File: config.mk
export PLATFORM = sky130hd
export DESIGN_NAME = sh7034_ibus_arb
export DESIGN_NICKNAME = d
export VERILOG_FILES = /design/src/rtl/sh7034_ibus_arb.sv
export SDC_FILE = /design/constraint.sdc
export NUM_CORES = 1
export LEC_CHECK = 0
export ABC_AREA = 1
export BUFFER_PORTS_ARGS = -buffer_cell sky130_fd_sc_hd__buf_2
export CORE_AREA = 4 4 119 121
export DETAILED_ROUTE_END_ITERATION = 10
export DIE_AREA = 0 0 123 125
export GPL_TIMING_DRIVEN = 0
export PLACE_DENSITY = 0.55
export SKIP_LAST_GASP = 1
export SYNTH_ARGS = -nofsm -noshare
export SYNTH_HDL_FRONTEND = slang
export SYNTH_SLANG_ARGS = --single-unit
File: constraint.sdc
create_clock -name CLK -period 1.5 [get_ports CLK]
set_input_delay 0.075 -clock CLK [delete_from_list [all_inputs] [get_ports CLK]]
set_output_delay 0.075 -clock CLK [all_outputs]
set_load 0.05 [all_outputs]
File: src/rtl/sh7034_ibus_arb.sv
// Two-master (CPU / DMAC) internal-bus arbiter in front of the bus state controller.
// Grants ownership, forwards the owner's request and stalls the other master.
module sh7034_ibus_arb #(
  parameter bit DMA_PRIO = 1'b1,
  parameter bit RR       = 1'b0
) (
  input  logic        CLK,
  input  logic        RST,
  input  logic        CE_R,
  input  logic        CE_F,
  input  logic [27:0] CPU_A,
  input  logic [31:0] CPU_DI,
  input  logic [3:0]  CPU_BA,
  input  logic        CPU_WE,
  input  logic        CPU_REQ,
  input  logic        CPU_LOCK,
  output logic [31:0] CPU_DO,
  output logic        CPU_BUSY,
  output logic        CPU_GNT,
  input  logic [27:0] DMA_A,
  input  logic [31:0] DMA_DI,
  input  logic [3:0]  DMA_BA,
  input  logic        DMA_WE,
  input  logic        DMA_REQ,
  input  logic        DMA_LOCK,
  output logic [31:0] DMA_DO,
  output logic        DMA_BUSY,
  output logic        DMA_GNT,
  output logic [27:0] S_A,
  output logic [31:0] S_DO,
  output logic [3:0]  S_BA,
  output logic        S_WE,
  output logic        S_REQ,
  output logic        S_LOCK,
  input  logic [31:0] S_DI,
  input  logic        S_BUSY,
  input  logic        S_ACT
);

  typedef enum logic [1:0] {
    ST_IDLE    = 2'd0,
    ST_OWN_CPU = 2'd1,
    ST_OWN_DMA = 2'd2
  } state_t;

  state_t r_state;
  logic   r_started;
  logic   r_last;

  logic w_own_cpu;
  logic w_own_dma;
  logic w_owner_req;
  logic w_owner_lock;
  logic w_other_req;
  logic w_done;
  logic w_release;
  logic w_tie_dma;
  logic w_pick_dma;

  assign w_own_cpu    = (r_state == ST_OWN_CPU);
  assign w_own_dma    = (r_state == ST_OWN_DMA);
  assign w_owner_req  = (w_own_cpu & CPU_REQ)  | (w_own_dma & DMA_REQ);
  assign w_owner_lock = (w_own_cpu & CPU_LOCK) | (w_own_dma & DMA_LOCK);
  assign w_other_req  = (w_own_cpu & DMA_REQ)  | (w_own_dma & CPU_REQ);

  // A transfer is complete once the BSC has shown busy and dropped it, or at once for register accesses.
  assign w_done    = w_owner_req & ~S_BUSY & (r_started | S_ACT);
  assign w_release = (w_done & ~w_owner_lock) | ~w_owner_req;

  assign w_tie_dma  = RR ? ~r_last : DMA_PRIO;
  assign w_pick_dma = DMA_REQ & (~CPU_REQ | w_tie_dma);

  always_ff @(posedge CLK or posedge RST) begin
    if (RST) begin
      r_state   <= ST_IDLE;
      r_started <= 1'b0;
      r_last    <= 1'b0;
    end else begin
      if (CE_R) begin
        case (r_state)
          ST_IDLE: begin
            if (CPU_REQ | DMA_REQ) begin
              r_state <= w_pick_dma ? ST_OWN_DMA : ST_OWN_CPU;
              r_last  <= w_pick_dma;
            end
          end
          ST_OWN_CPU, ST_OWN_DMA: begin
            // Handover goes straight to the other master; no idle cycle in between.
            if (w_release) begin
              if (w_other_req) begin
                r_state <= w_own_cpu ? ST_OWN_DMA : ST_OWN_CPU;
                r_last  <= w_own_cpu;
              end else if (!w_owner_req) begin
                r_state <= ST_IDLE;
              end
            end
          end
          default: r_state <= ST_IDLE;
        endcase
      end

      if (CE_R && (w_done || w_release || (r_state == ST_IDLE)))
        r_started <= 1'b0;
      else if (CE_F && (w_own_cpu || w_own_dma) && S_BUSY)
        r_started <= 1'b1;
    end
  end

  always_comb begin
    S_A    = '0;
    S_DO   = '0;
    S_BA   = '0;
    S_WE   = 1'b0;
    S_REQ  = 1'b0;
    S_LOCK = 1'b0;
    if (w_own_cpu) begin
      S_A    = CPU_A;
      S_DO   = CPU_DI;
      S_BA   = CPU_BA;
      S_WE   = CPU_WE;
      S_REQ  = CPU_REQ;
      S_LOCK = CPU_LOCK;
    end else if (w_own_dma) begin
      S_A    = DMA_A;
      S_DO   = DMA_DI;
      S_BA   = DMA_BA;
      S_WE   = DMA_WE;
      S_REQ  = DMA_REQ;
      S_LOCK = DMA_LOCK;
    end
  end

  assign CPU_GNT  = w_own_cpu;
  assign DMA_GNT  = w_own_dma;
  assign CPU_BUSY = w_own_cpu ? ~w_done : CPU_REQ;
  assign DMA_BUSY = w_own_dma ? ~w_done : DMA_REQ;
  assign CPU_DO   = S_DI;
  assign DMA_DO   = S_DI;

endmodule
==> impl_metrics.toml, run 1 <==
[status]
status = "finished with violations"
violations = "negative setup slack"

[routing]
routedWlPerCell_um = 13.9
dr_wl_met2_um = 6370
wl_met1_um = 3760
wl_met3_um = 1090
drtAntennaViolNets = 0
dr.pass1.iters = 4
drt_wl_total_um = 11400
vias = 3229
drt_iter0_markers = 84
top_layer = "met4"
drc_errors = 0
viasPerCell = 3.95

[placement]
dp.cells = 786
numPortBuffers = 274
dpl.hpwl_um = 9150
preCtsSetupSlack_ps = -423
gp_congestion = 0.757

[grt]
track_usage_pct = 12.9
grt_pass1_vias = 3247
grt_pass1_wl_um = 16200
antenna_found_initial = 0
grt_overflow_total = 0
grt_max_degree = 11

[setup_path]
end_kind = "output port"
r2r_start = "r_state[0]"
cp.required_ps = 1420
r2r_end = "r_state[0]"
reg2reg_slack_ps = -110
path_max_fanout = 6
slowest_stage = "dfrtp_2"
slowest_delay_ps = 420
path_cells = "buf_6 > ha_4 > buf_6 > nand2_4 > nand2_8 > a31oi_4 > buf_6"
endpoint = "CPU_BUSY"
start_kind = "flop"
reg2reg_depth = 11
cp-startpoint = "r_state[1]"
crit_type = "flop to output port"
critPathArrivalTime_ps = 1610
crit_top_cell = "buf_6"

[floorplanning]
initial_core_util_pct = 13.4
coreArea_mm2 = 0.0131
io_pins = 307
dieArea_mm2 = 0.0154
fp.dieH_um = 125
dieWidth_um = 123
num_rows = 42

[timing]
fmax_mhz = 592
drv_slew = 0
rsz0062_at_grt = "true"
setup_tns_ps = -9230
clock_skew_ps = 0.0757
setup_slack_ps = -189
setup_viol = 71
slew_headroom_pct = 67.2
hold_violations = 0
finalCritPeriodShare_pct = 113
timing_worst_slew_pin_value_ps = 490
fin_crit_ps = 1690

[yosys]
ys_ff_latch = 3
syn-instance-count = 336
syn_avg_cell_area_um2 = 5.24
yosys_warnings = 0
yosysUniqueCellTypes = 17
netlist_area_mm2 = 0.00176
ys_seq_area_share_pct = 4.27
synth_nets = 512

[power]
p_per_area_mw_per_mm2 = 2080
leakagePower_nw = 2.79
power_mw = 11.4
vdd_drop_max_mv = 1.16

[clocking]
cts_buffer_depth = 2
cts_tree = "yes"
clock_sinks = 3
htreeDepth = 1
numCtsBuffers = 3
clkSlewWorstSetupHoldPaths_ps = 30
clock_tree.root_cell = "clkbuf_16"
clk_latency_ps = 230

[hold_path]
whs_path_depth = 2
hp-class = "input pin to flop"

[cells_and_area]
nFillCells = 1331
instances_no_fill = 818
area_growth_pct = 210
multi_input_area_mm2 = 0.00186
nNetsFinal = 818
layout-drive-gt1-share_pct = 82.2
seqCellArea_um2 = 77.6

[run]
cap_violations = 0
[how the worst min path moves through the flow]
stage,slack [ps],end,startpoint
after global routing,80,r_started,CE_R
after CTS,70,r_started,CE_R
after detailed placement,-60,r_started,RST
after floorplan,-170,r_started,RST
after global placement,-60,r_started,RST
final,70,r_started,CE_R
[cell usage in the layout (no fill, tap or decap), types with 2 or more instances in the layout]
cell | synthesis | layout
a21oi_1 | 2 | 2
nand3_1 | 69 | 22
a31oi_4 | 0 | 2
inv_1 | 8 | 5
inv_2 | 0 | 3
nand2_8 | 0 | 2
clkbuf_4 | 0 | 2
buf_2 | 9 | 205
nand2_1 | 150 | 75
buf_6 | 1 | 10
buf_16 | 0 | 2
buf_8 | 0 | 69
clkbuf_16 | 0 | 5
nand2_4 | 0 | 51
ha_4 | 0 | 3
nand3_4 | 0 | 2
dfrtp_2 | 0 | 2
buf_4 | 71 | 84
nor2_1 | 5 | 3
buf_12 | 0 | 12
nand2_2 | 0 | 22
nand3_2 | 0 | 45
[routing by layer]
metal  up-vias  track usage [%]
li1       1618                -
met1      1439             13.9
met2       163             25.7
met3         9             2.26
met4         0             2.74
met5         -                0
[worst max-delay path, delay by kind of cell (launching register included)]
family,cells,cell delay [ps]
adders and majority gates,1,180
DFF,1,420
AOI/OAI and AO/OA,1,180
buffers and inverters,3,430
and+or+nand+nor,2,170
[final cells by class]
cell class / count / share of cell area, %
multi-input combinational: 238 / 34.0
clock buffer: 4 / 1.45
buffer: 86 / 14.9
timing repair buffer: 302 / 43.6
sequential: 3 / 1.42
inverter: 8 / 0.551
tap: 176 / 4.04
antenna: 1 / 0.0459
[registers in the layout (all words and copies together), names as in the netlist]
| register | cells |
|---|---|
| r_state | 2 |
| r_started | 1 |
[synth_stat cells (all sizes together)]
master    n  area (um2)
nor2      5        18.8
inv       8        30.0
nand2   150         563
a22oi     1        7.51
a21boi    1        11.3
o21ai     2        10.0
clkbuf    6        22.5
o21a      1        7.51
nand4     1        6.26
ha        4        50.1
a31oi     2        12.5
a21oi     2        10.0
buf      81         589
dfrtp     3        75.1
nand3    69         345
[stage by stage]
stage	hold WS (ps)	cell area, um2	utilization (%)
3_5_place_dp	-59.1	3910	29.9
2_1_floorplan	-171	2320	-
4_1_cts	70.9	5100	39.0
3_3_place_gp	-55.7	3910	29.9
5_1_grt	82.5	5450	41.7
6_report	72.8	5450	41.7
[cell families after synthesis]
kind of cell,after synthesis,synth area share [%]
buffers and inverters,95,36.5
AOI/OAI and AO/OA,9,3.34
and+or+nand+nor,225,53.1
DFF,3,4.27
adders and majority gates,4,2.85
[report_power, final]
part / total [mW] / switching (mW) / internal (mW)
Sequential: 0.152 / 0.0348 / 0.117
Combinational: 10.8 / 6.21 / 4.56
Clock: 0.440 / 0.0880 / 0.352
[timing repair]
| action | CTS | global route |
|---|---|---|
| pin swaps | 3 | 10 |
| hold buffers | 1 | 0 |
| endpoints found under the setup margin | 71 | 71 |
| buffers inserted | 13 | 10 |
| hold endpoints to repair | 3 | 0 |
| resized for setup | 268 | 55 |
| cloned | 2 | 2 |
No activity file was read; power rests on OpenSTA's default activity.
==> run 2: changes to the inputs <==
CTS_BUF_LIST = sky130_fd_sc_hd__clkbuf_16   (was default)
==> impl_metrics.toml, run 2 (synthesized netlist as in run 1, its figures left out) <==
[status]
status = "finished with violations"
violations = "negative setup slack"

[placement]
preCtsSetupSlack_ps = -423
placed_area_mm2 = 0.00391
dp.cells = 786
gp_congestion = 0.757
numPortBuffers = 274
dpl.hpwl_um = 9150

[timing]
whs_ps = 76.9
finalCritPeriodShare_pct = 113
clock_skew_ps = 0.300
drv_slew = 0
fmax_mhz = 591
fin_crit_ps = 1690
setup_slack_ps = -191
setup_tns_ps = -9310
timing_worst_slew_pin_value_ps = 492
setup_viol = 71
rsz0062_at_grt = "true"
slew_headroom_pct = 67.1
hold_violations = 0

[cells_and_area]
top_register = "r_state"
nNetsFinal = 818
top_regs = "r_state (2), r_started (1)"
layout-drive-gt1-share_pct = 82.2
final_util_pct = 41.7
instances_no_fill = 818
area_growth_pct = 210
fin_area_mm2 = 0.00545
largest_reg_flops = 2
layout_common_cells = "205 x buf_2, 84 x buf_4, 75 x nand2_1"
final_common_cell = "buf_2"

[setup_path]
path_max_fanout = 5
slowest_stage = "dfrtp_2"
reg2reg_slack_ps = -110
slowest_delay_ps = 430
r2r_start = "r_state[0]"
crit_top_cell = "nand2_8"
critPathArrivalTime_ps = 1620
cp.required_ps = 1420
r2r_end = "r_state[0]"
crit_type = "flop to output port"
reg2reg_depth = 11
start_kind = "flop"
cp-startpoint = "r_state[0]"
path_cells = "ha_4 > buf_12 > buf_16 > nand2_8 > nand2_8 > a31oi_4 > buf_6"
end_kind = "output port"
endpoint = "CPU_BUSY"

[hold_path]
worstHoldStart = "CE_R"
hp-class = "input pin to flop"

[run]
cap_violations = 0

[clocking]
clk_latency_ps = 230
clock_sinks = 3
cts_tree = "yes"
clock_tree.root_cell = "clkbuf_16"
numCtsBuffers = 3
cts_buffer_depth = 2
clkSlewWorstSetupHoldPaths_ps = 30
htreeDepth = 1

[routing]
dr.pass1.iters = 4
drt_iter0_markers = 80
routedWlPerCell_um = 13.9
viasPerCell = 3.95
drtAntennaViolNets = 0
drc_errors = 0
vias = 3229
drt_wl_total_um = 11400

[power]
vdd_drop_max_mv = 1.16
p_per_area_mw_per_mm2 = 2080
leakagePower_nw = 2.80
power_mw = 11.4

[floorplanning]
coreArea_mm2 = 0.0131
dieWidth_um = 123
num_rows = 42
initial_core_util_pct = 13.4
io_pins = 307
dieArea_mm2 = 0.0154
fp.dieH_um = 125

[grt]
grt_pass1_vias = 3247
grt_max_degree = 11
grt_pass1_wl_um = 16200
track_usage_pct = 12.9
antenna_found_initial = 0
grt_overflow_total = 0
[run 2: changes by cell type in the layout (fill, tap and decap cells not counted), sizes merged]
cell	previous run	this run
clkbuf	9	8
inv	8	9
[run 2: what timing repair did]
item / CTS / global route
hold buffers: 1 / 0
cloned: 2 / 2
hold endpoints to repair: 3 / 0
buffers inserted: 13 / 10
gates resized for setup: 268 / 55
pin swaps: 3 / 10
setup endpoints to repair: 71 / 71
[run 2: worst max-delay path, delay by kind of cell, from the launching register on]
kind | cells | cell delay [ps]
AOI/OAI and AO/OA | 1 | 180
and+or+nand+nor | 2 | 130
buffers and inverters | 3 | 440
adders and majority gates | 1 | 200
DFF | 1 | 430
[run 2: per-layer routing]
layer | wire length (um) | part of all wire [%] | GRT usage, % | vias up
li1 | - | - | - | 1618
met1 | 3780 | 33 | 13.9 | 1440
met2 | 6370 | 56 | 25.7 | 162
met3 | 1090 | 9.6 | 2.26 | 9
met4 | 134 | 1.2 | 2.74 | 0
met5 | 0 | 0 | 0 | -
[run 2: cell type report]
type	instances	area (um2)
buffer	86	811
inverter	8	30.0
clock buffer	3	75.1
timing repair buffer	302	2380
multi-input combinational	238	1860
antenna	1	2.50
sequential	3	77.6
fill	1331	7630
clock inverter	1	3.75
tap	176	220
[run 2: worst min path at each step]
stage,to,slack (ps),cells past startpoint
floorplan,r_started,-170,1
global placement,r_started,-60,2
detailed placement,r_started,-60,2
CTS,r_started,70,2
global route,r_started,80,2
finish,r_started,80,2
[run 2: where the power goes]
group          switching, mW  total, mW  leakage (nW)  internal, mW
clock                 0.0888      0.434        0.0423         0.345
sequential            0.0361      0.153        0.0367         0.117
combinational           6.21       10.8          2.72          4.56
==> run 3: changes to the inputs <==
TNS_END_PERCENT = 30   (was default)
==> impl_metrics.toml, run 3 (synthesized netlist as in run 1, its figures left out) <==
[placement]
dpl.hpwl_um = 9210
gp_congestion = 0.775
numPortBuffers = 274
dp.cells = 786
preCtsSetupSlack_ps = -478

[setup_path]
critPathArrivalTime_ps = 1600
slowest_delay_ps = 390
path_cells = "inv_2 > ha_4 > buf_12 > buf_12 > buf_8 > nand2_1 > nand2_4 > buf_8"
cp.required_ps = 1420
end_kind = "output port"
crit_type = "flop to output port"
slowest_stage = "dfrtp_1"
path_max_fanout = 8
start_kind = "flop"

[power]
leakagePower_nw = 2.66
switching_share_pct = 58.3
p_per_area_mw_per_mm2 = 2080
seq_power_share_pct = 1.4
internal_power_mw = 4.32
vdd_drop_max_mv = 1.19
pwr-share-clk_pct = 4.0
p_comb_share_pct = 94.6
p_sw_mw = 6.04

[timing]
clock_skew_ps = 0.933
finalCritPeriodShare_pct = 112
setup_viol = 71
whs_ps = 70.2
fin_crit_ps = 1680
slew_headroom_pct = 66.2
fmax_mhz = 595
drv_slew = 0
setup_slack_ps = -180
setup_tns_ps = -9120
rsz0062_at_grt = "true"
hold_violations = 0
timing_worst_slew_pin_value_ps = 505

[cells_and_area]
nFillCells = 1364
diodes = 0
instances_no_fill = 801
final_common_cell = "buf_2"
nNetsFinal = 802
final_util_pct = 38.2
largest_reg_flops = 2
layout_common_cells = "208 x buf_2, 88 x buf_4, 73 x nand2_1"
top_regs = "r_state (2), r_started (1)"
area_growth_pct = 184
layout-drive-gt1-share_pct = 78.9
top_register = "r_state"

[routing]
vias = 3111
drt_iter0_markers = 55
dr.pass1.iters = 4
drt_wl_total_um = 11300
viasPerCell = 3.88
drc_errors = 0
drtAntennaViolNets = 0
routedWlPerCell_um = 14.1

[hold_path]
hp-class = "input pin to flop"

[grt]
antenna_found_initial = 0
track_usage_pct = 12.8
grt_pass1_wl_um = 16000
grt_overflow_total = 0
grt_max_degree = 11
grt_pass1_vias = 3117

[floorplanning]
fp.dieH_um = 125
coreArea_mm2 = 0.0131
dieWidth_um = 123
dieArea_mm2 = 0.0154
io_pins = 307
initial_core_util_pct = 13.4
num_rows = 42

[clocking]
clock_tree.root_cell = "clkbuf_16"
clk_latency_ps = 220
cts_tree = "yes"
clock_sinks = 3
clkSlewWorstSetupHoldPaths_ps = 30
numCtsBuffers = 3
cts_buffer_depth = 2
htreeDepth = 1

[run]
cap_violations = 0

[status]
violations = "negative setup slack"
status = "finished with violations"
==> run 3: changes by cell type in the layout (fill, tap and decap cells not counted), moves of 2 or more <==
| cell | delta |
|---|---|
| buf_16 | -2 |
| buf_2 | +3 |
| buf_4 | +4 |
| buf_8 | -24 |
| nand2_1 | -2 |
| nand2_2 | +6 |
| nand2_4 | -2 |
| nand2_8 | -2 |
| nand3_1 | +18 |
| nand3_2 | -17 |
==> run 3: worst max-delay path, delay by kind of cell, from the launching register on <==
family                   cells  cell delay, ps
AND/OR/NAND/NOR              2             170
flip-flops                   1             390
adder cells (fa/ha/maj)      1             190
buffers and inverters        5             620
==> run 3: layout make-up <==
cell class	count	area, um2	share of cell area [%]
Buffer	86	793	15.9
Clock buffer	3	75.1	1.50
Clock inverter	1	3.75	0.0752
Inverter	8	32.5	0.652
Multi-Input combinational cell	238	1710	34.2
Sequential cell	3	76.3	1.53
Tap cell	176	220	4.41
Timing Repair Buffer	286	2090	41.8
==> run 3: through the flow <==
| stage | instance area [um2] | total power, mW |
|---|---|---|
| 2_1_floorplan | 2280 | 5.91 |
| 3_3_place_gp | 3880 | 7.50 |
| 3_5_place_dp | 3880 | 7.48 |
| 4_1_cts | 4680 | 9.75 |
| 5_1_grt | 4990 | 10.9 |
| 6_report | 4990 | 10.4 |
==> run 3: timing repair <==
action | 4_1_cts | 5_1_grt
gates cloned | 1 | 2
setup endpoints to repair | 71 | 71
pin swaps | 2 | 6
gates resized for setup | 185 | 70
buffers inserted | 7 | 1
hold buffers | 1 | 0
hold endpoints to repair | 3 | 0
==> run 3: power by group through the flow <==
stage | combinational, mW | sequential (mW) | clock [mW]
floorplan | 5.76 | 0.149 | 0
global placement | 7.34 | 0.156 | 0
detailed placement | 7.33 | 0.156 | 0
CTS | 9.19 | 0.145 | 0.419
global route | 10.3 | 0.150 | 0.429
finish | 9.81 | 0.147 | 0.412
==> run 3: final timing paths <==
check	from	endpoint	slack (ps)	cells after the start
max	r_state[1]	S_A[16]	-180	8
min	CE_R	r_started	70	2
max reg2reg	r_state[1]	r_state[1]	-70	11
min reg2reg	r_started	r_started	560	2
max in group asynchronous	RST	r_state[0]	1090	3
min in group asynchronous	RST	r_started	270	3
==> run 3: per-layer routing <==
metal	vias up	GRT usage, %	wire length, um
li1	1580	-	-
met1	1361	15.3	4160
met2	164	24.2	5960
met3	6	2.30	1090
met4	0	1.56	116
met5	-	0	0
